File: config.mk
export PLATFORM = sky130hd
export DESIGN_NAME = adc_sample_fifo
export DESIGN_NICKNAME = d
export VERILOG_FILES = /design/src/rtl/adc_sample_fifo_pkg.sv /design/src/rtl/strobe_sync_edge.sv /design/src/rtl/adc_sample_fifo.sv
export SDC_FILE = /design/constraint.sdc
export NUM_CORES = 1
export LEC_CHECK = 0
export CELL_PAD_IN_SITES_DETAIL_PLACEMENT = 2
export CELL_PAD_IN_SITES_GLOBAL_PLACEMENT = 2
export CORE_MARGIN = 2
export CORE_UTILIZATION = 30
export DETAILED_ROUTE_END_ITERATION = 7
export DONT_BUFFER_PORTS = 1
export PLACE_DENSITY = 0.64
export SLEW_MARGIN = 20
export SYNTH_ARGS = -nofsm -noshare
export SYNTH_HDL_FRONTEND = slang
export SYNTH_SLANG_ARGS = --single-unit
File: constraint.sdc
create_clock -name clk -period 5.8 [get_ports clk]
set_clock_uncertainty 0.05 [all_clocks]
set_input_delay 0.87 -clock clk [delete_from_list [all_inputs] [get_ports clk]]
set_output_delay 0.87 -clock clk [all_outputs]
set_load 0.05 [all_outputs]
File: src/rtl/adc_sample_fifo_pkg.sv
// rtl/adc_sample_fifo_pkg.sv - shared sizing constants for the ADC sample FIFO
// Holds the default sample width, address width, depth and occupancy-count width.
package adc_sample_fifo_pkg;

    localparam int ADC_DW    = 8;
    localparam int ADC_AW    = 4;
    localparam int ADC_DEPTH = 2 ** ADC_AW;
    // Occupancy runs 0..ADC_DEPTH inclusive, so one bit wider than the pointers.
    localparam int ADC_CW    = ADC_AW + 1;

endpackage

File: src/rtl/strobe_sync_edge.sv
// rtl/strobe_sync_edge.sv - synchronizer plus rising-edge detector for slow strobes
// Ports:
//   clk    - destination clock
//   reset  - asynchronous, active-high reset
//   strobe - level strobe from a slower, unrelated clock domain
//   pulse  - one-cycle pulse per rising edge of strobe
module strobe_sync_edge (
    input  logic clk,
    input  logic reset,
    input  logic strobe,
    output logic pulse
);

    logic s1;
    logic s2;
    logic s3;

    // s1/s2 resolve metastability; s3 remembers the previous synchronized level.
    always_ff @(posedge clk or posedge reset) begin
        if (reset) begin
            s1 <= 1'b0;
            s2 <= 1'b0;
            s3 <= 1'b0;
        end else begin
            s1 <= strobe;
            s2 <= s1;
            s3 <= s2;
        end
    end

    assign pulse = s2 & ~s3;

endmodule

File: src/rtl/adc_sample_fifo.sv
// rtl/adc_sample_fifo.sv - 16-entry sample buffer between the ADC controller and the reply logic
// Optional feature macro: ADC_SAMPLE_FIFO_OVERWRITE_EN (write while full replaces the oldest entry).
// Ports:
//   clk, reset            - oscillator clock, asynchronous active-high reset
//   fifo_data/fifo_nextin - sample byte and its control-clock write strobe
//   rd_en                 - pop request; rd_data/rd_valid return the popped byte next cycle
//   count/empty/full      - occupancy and its decodes
//   overflow/ovf_clear    - sticky "sample arrived while full" flag and its clear
module adc_sample_fifo
    import adc_sample_fifo_pkg::*;
#(
    parameter int DW = ADC_DW,
    parameter int AW = ADC_AW
) (
    input  logic          clk,
    input  logic          reset,
    input  logic [DW-1:0] fifo_data,
    input  logic          fifo_nextin,
    input  logic          rd_en,
    output logic [DW-1:0] rd_data,
    output logic          rd_valid,
    output logic [AW:0]   count,
    output logic          empty,
    output logic          full,
    output logic          overflow,
    input  logic          ovf_clear
);

    localparam int        DEPTH    = 2 ** AW;
    localparam logic [AW:0] FULL_CNT = (AW + 1)'(DEPTH);

    logic [DW-1:0] mem [DEPTH];
    logic [AW-1:0] wptr;
    logic [AW-1:0] rptr;
    logic          wr_pulse;
    logic          do_rd;
    logic          do_wr;
    logic          wr_full;
    logic          do_ovw;

    strobe_sync_edge u_sync (
        .clk    (clk),
        .reset  (reset),
        .strobe (fifo_nextin),
        .pulse  (wr_pulse)
    );

    assign empty   = (count == '0);
    assign full    = (count == FULL_CNT);
    assign do_rd   = rd_en & ~empty;
    // A pop in the same cycle frees the slot, so a full FIFO still accepts the write.
    assign do_wr   = wr_pulse & (~full | do_rd);
    assign wr_full = wr_pulse & full & ~do_rd;

`ifdef ADC_SAMPLE_FIFO_OVERWRITE_EN
    assign do_ovw = wr_full;
`else
    assign do_ovw = 1'b0;
`endif

    always_ff @(posedge clk or posedge reset) begin
        if (reset) begin
            wptr     <= '0;
            rptr     <= '0;
            count    <= '0;
            rd_data  <= '0;
            rd_valid <= 1'b0;
            overflow <= 1'b0;
        end else begin
            rd_valid <= do_rd;
            if (do_rd) begin
                rd_data <= mem[rptr];
            end
            // Overwrite drops the oldest entry by advancing rptr alongside wptr.
            if (do_rd || do_ovw) begin
                rptr <= rptr + AW'(1);
            end
            if (do_wr || do_ovw) begin
                wptr <= wptr + AW'(1);
            end
            case ({do_wr, do_rd})
                2'b10:   count <= count + (AW + 1)'(1);
                2'b01:   count <= count - (AW + 1)'(1);
                default: count <= count;
            endcase
            // Set has priority over clear so a coincident overflow is never lost.
            if (wr_full) begin
                overflow <= 1'b1;
            end else if (ovf_clear) begin
                overflow <= 1'b0;
            end
        end
    end

    always_ff @(posedge clk) begin
        if (do_wr || do_ovw) begin
            mem[wptr] <= fifo_data;
        end
    end

endmodule

# Word level (Yosys, flattened, before mapping)

Memories as Yosys holds them, arrays and structs flattened. A register that Yosys moved wholly into a read port is not among the register bits.
Index checks and enable logic that the tools add are counted.

Bits in registers: 18
RAM bits: 128
Input port bits: 13
Output and inout port bits: 17
Logic and storage cells: 34
Memories: 1

Memory list:

| memory | depth | width | rd ports | clocked after Yosys merged registers in | wr ports | RTL line              | RTL |
|---|---|---|---|---|---|---|---|
| mem    | 16    | 8     | 1        | 1                                       | 1        | adc_sample_fifo.sv:32 | `logic [DW-1:0] mem [DEPTH];` |

$add $sub $neg: 4
Eq/ne operators: 3
Muxes and demuxes: 5
Bitwise logic cells: 10
Reduce and logical (&&, ||, !) cells: 3

Operator list:

| kind                                             | number |
|---|---|
| case mux 5 bit (2 select lines)                  | 1 |
| adder 4 x 1 -> 4 bit, second input constant      | 2 |
| adder 5 x 1 -> 5 bit, second input constant      | 1 |
| bitwise AND 1 bit                                | 5 |
| == test 5 bit, second input constant             | 1 |
| logical NOT 5 bit                                | 1 |
| subtractor 5 x 1 -> 5 bit, second input constant | 1 |
| 2-to-1 mux 1 bit                                 | 4 |
| NOT 1 bit                                        | 4 |
| nonzero test 2 bit                               | 2 |
| == test 2 x 1 -> 1 bit, second input constant    | 1 |
| == test 2 bit, second input constant             | 1 |
| bitwise OR 1 bit                                 | 1 |

# Logic depth before layout (Yosys ltp)

Depth after elaboration: 7
Depth in mapped cells: 12
Gate-level depth less buffers: 10

# Cells and area by module

From an unflattened synthesis, not the netlist that was laid out.

Cell total of the unflattened synthesis: 329
Area total of the unflattened synthesis: 6192.2 um2

By module, submodules not included:

| module           | instances | cells each | area each (um2) | seq. area each (um2) |
|---|---|---|---|---|
| adc_sample_fifo  | 1         | 324        | 6099.6          | 4419.2 |
| strobe_sync_edge | 1         | 5          | 92.6            | 75.1 |

# Least setup slack after synthesis

No wires, ideal clock.

Kind: flip-flop to flip-flop
Start point: register count[1]
End point: register count[4]
Library setup time: 0.134 ns
Arrival: 3.004 ns
Required time: 5.616 ns
Path slack: 2.613 ns
Stages on the path, launching flop included: 13
Path buffers: 2
Period minus slack after synthesis: 3.187 ns
Path through: dfrtp_1 buf_6 or4_4 o21ai_4 inv_4 ha_1 clkbuf_1 xor2_1 ha_1 o211a_1 o31ai_1 a31oi_1 xor2_1

Word-level cells in the longest chain between the ends: 7
Elaborated cells on any way between the ends: 13
Classes of those cells: 2 x add/sub; 3 x eq/ne; 1 x mux; 5 x bitwise; 2 x reduce/logical

Ends and longest elaborated chain:

| item                                                                  | RTL line              | RTL |
|---|---|---|
| from (decl)                                                           | adc_sample_fifo.sv:22 | `output logic [AW:0] count,` |
| from (signal assigned)                                                | adc_sample_fifo.sv:82 | `2'b10: count <= count + (AW + 1)'(1);` |
| from (signal assigned)                                                | adc_sample_fifo.sv:83 | `2'b01: count <= count - (AW + 1)'(1);` |
| from (signal assigned)                                                | adc_sample_fifo.sv:84 | `default: count <= count;` |
| logical NOT 5 bit *                                                   | adc_sample_fifo.sv:48 | `assign empty = (count == '0);` |
| NOT 1 bit *                                                           | adc_sample_fifo.sv:50 | `assign do_rd = rd_en & ~empty;` |
| bitwise AND 1 bit *                                                   | adc_sample_fifo.sv:50 |  |
| named net do_rd                                                       | adc_sample_fifo.sv:36 | `logic do_rd;` |
| bitwise OR 1 bit                                                      | adc_sample_fifo.sv:52 | `assign do_wr = wr_pulse & (~full \| do_rd);` |
| bitwise AND 1 bit                                                     | adc_sample_fifo.sv:52 |  |
| == test 2 x 1 -> 1 bit or == test 2 bit (tied branches)               | adc_sample_fifo.sv:81 | `case ({do_wr, do_rd})` |
| case mux 5 bit (2 select lines) or nonzero test 2 bit (tied branches) | --                    |  |

The timed path passes the listed nets; every way through them passes the cells marked *.
A chain may end at the register's enable or synchronous reset.

# Final worst setup path

Same ends and word-level chain as after synthesis.

==> flow_summary.yaml <==
outcome:
  status: "finished clean"
synthesis:
  synth_edf_count: 128
  synth.distinct_cells: 40
  postSynthCellCount: 327
  synth_top_family_by_area: "multiplexers"
  synthMuxAreaShare_pct: 13.1
  ys.flop_type: "edfxtp_1"
  yosys_warnings: 0
  synth-seq-cells: 154
  synth_fa_ha_area_share_pct: 1.82
  yosysTopAreaCellShare_pct: 62.0
  synth_area_leaders: "edfxtp_1, mux4_2, dfrtp_1, ha_1, mux2i_1"
  synth.cell_area_mm2: 0.00619
  synth_top_area_cell: "edfxtp_1"
  synthXorXnorAreaFrac_pct: 1.56
  synth_simple_gate_area_share_pct: 3.51
  synthArstFlopShare_pct: 16.9
  syn_nets: 349
  synth-compound-area-share_pct: 4.71
  yosysSeqAreaShare_pct: 72.6
  synth_area_per_cell_um2: 18.9
place:
  io_buffers: 0
  dpl.cell_count: 582
  hpwl_um: 9140
  gp_congestion: 0.764
power_and_ir_drop:
  ir_worst_vdd_v: 0.000186
  p_per_area_mw_per_mm2: 510
  leakage_nw: 2.36
sta:
  whs_ns: 0.306
  worst_slew_pin_slew_ns: 1.01
  min_period_over_period_pct: 61.0
  fin_crit_ns: 3.54
  fin_tns_setup_ns: 0
  setup_viol: 0
  finalMaxSlewViolations: 0
  max_freq_mhz: 283
  timing.final.hold_violations: 0
  slew-limit-headroom_pct: 32.4
  rsz0062_at_grt: "false"
global_route:
  grt_start_max_net_pins: 28
  grt_pass1_vias: 3341
  antenna_found_initial: 0
  track_usage_pct: 13.8
  grt_pass1_wl_um: 21500
  overflow: 0
cells_and_area:
  n_antenna_cell: 0
  drive_gt1_share_pct: 24.4
  num-fill-cells: 1967
  final_common_cell: "edfxtp_1"
  nets: 353
  final_cell_mix: "edfxtp_1, mux4_2, dfrtp_1, clkbuf_16, nor2_1"
  area_growth_pct: 13.9
  fin_cells: 614
clock_network:
  cts_tree: "built"
  cts-resized-gates: 0
  root_buffer: "clkbuf_16"
  numCtsBuffers: 17
  clk_pin_slew_worst_paths_ns: 0.06
  htree_levels: 4
  cts_hold_buffers: 0
  post-cts-setup-buffer-count: 0
  clkSinkCount: 154
  insertion_delay_ns: 0.43
  clockBufferDepth: 2
critical_path:
  worstRegToRegCells: 10
  worstSetupStartpointType: "register"
  arrival_ns: 3.77
  r2r-end: "count[4]"
  cp_slowest_cell: "or4_4"
  path_cells: "or4_4, o21ai_4, inv_4, ha_1, xor2_1, ha_1, o211a_1, o31ai_1, a31oi_1, xor2_1"
  regToRegStartpoint: "count[1]"
  slowest_delay_ns: 0.66
  required_ns: 6.03
  worstSetupPathType: "reg2reg"
  critPathMaxFanout: 19
  crit_path_end: "count[4]"
  reg2reg_slack_ns: 2.26
  cp-end-kind: "register"
  startpoint: "count[1]"
min_path:
  min_path_cells: 0
  hold_path_class: "reg2reg"
detailed_routing:
  finalWirelength_um: 13700
  vias_per_cell: 4.84
  remaining_drc_errors: 0
  via_count: 2972
  routedWlPerCell_um: 22.4
  antenna_left: 0
  firstDrtPassIters: 4
  drt_iter0_markers: 146
floorplanning:
  die_area_mm2: 0.0218
  fp.dieH_um: 148
  coreArea_mm2: 0.0202
  die-width_um: 148
  rows: 52
  ios: 30
  initial_core_util_pct: 30.6
flow_run:
  drv_cap: 0
sequential cells by signal, indices dropped and copies added (netlist names):
register / count
overflow: 1
rd_valid: 1
mem: 128
rd_data: 8
rptr: 4
u_sync.s2: 1
u_sync.s1: 1
u_sync.s3: 1
count: 5
wptr: 4
cell type report:
class,count,area (um^2),area share [%]
Sequential cell,154,4500,63.7
Multi-Input combinational cell,144,1540,21.8
Clock buffer,20,437,6.19
Tap cell,270,338,4.79
Clock inverter,12,173,2.45
Timing Repair Buffer,5,37.5,0.532
Inverter,9,36.3,0.514
metal layers:
layer,part of all wire [%],vias up,track usage [%]
met5,0,-,0
met4,1.5,0,5.05
met3,4.2,15,4.10
met2,50,52,22.2
met1,44,1603,17.8
li1,-,1302,-
cells in the mapped netlist, types with 2 or more instances:
| cell type | number |
|---|---|
| buf_6 | 4 |
| inv_1 | 8 |
| buf_4 | 6 |
| xor2_1 | 4 |
| edfxtp_1 | 128 |
| o22ai_1 | 8 |
| ha_1 | 9 |
| dfrtp_1 | 26 |
| a21o_2 | 7 |
| a21oi_1 | 3 |
| a211oi_1 | 8 |
| nor3_1 | 4 |
| mux2i_1 | 8 |
| nand2_1 | 12 |
| nor2_1 | 15 |
| clkbuf_1 | 4 |
| nand2b_1 | 5 |
| o21ai_0 | 4 |
| mux4_2 | 32 |
| a21o_1 | 2 |
| buf_2 | 5 |
| xnor2_1 | 7 |
worst min path at each step:
| stage | from | end |
|---|---|---|
| final | u_sync.s1 | u_sync.s2 |
| after global routing | u_sync.s1 | u_sync.s2 |
| after CTS | u_sync.s1 | u_sync.s2 |
| after detailed placement | u_sync.s1 | u_sync.s2 |
| after global placement | u_sync.s1 | u_sync.s2 |
| after floorplan | u_sync.s1 | u_sync.s2 |
logic make-up after synthesis:
group                    Yosys count
buffers and inverters             29
flip-flops                       154
adder cells (fa/ha/maj)            9
AND/OR/NAND/NOR                   44
multiplexers                      41
AO/OA/AOI/OAI                     39
XOR/XNOR                          11
worst max-delay path: cells and delay by family, from the launching register on:
family,cells,cell delay (ns)
AO/OA/AOI/OAI,4,0.99
XOR/XNOR,2,0.35
buffers and inverters,1,0.10
adder cells (fa/ha/maj),2,0.58
flip-flops,1,0.65
AND/OR/NAND/NOR,1,0.66
power breakdown:
part | switching [mW] | internal [mW]
sequential | 0.355 | 1.32
clock | 0.441 | 0.718
combinational | 0.380 | 0.381
total | 1.18 | 2.42
per-stage QoR:
step | setup slack [ns] | total power, mW | area [um^2] | utilization, %
5_1_grt | 2.00 | 3.78 | 7050 | 34.9
2_1_floorplan | 2.61 | 2.28 | 6190 | -
6_report | 2.26 | 3.59 | 7050 | 34.9
3_5_place_dp | 2.24 | 2.49 | 6440 | 31.8
4_1_cts | 2.23 | 3.66 | 7050 | 34.9
3_3_place_gp | 2.34 | 2.44 | 6440 | 31.8
Power figures use the tool's default switching activity.
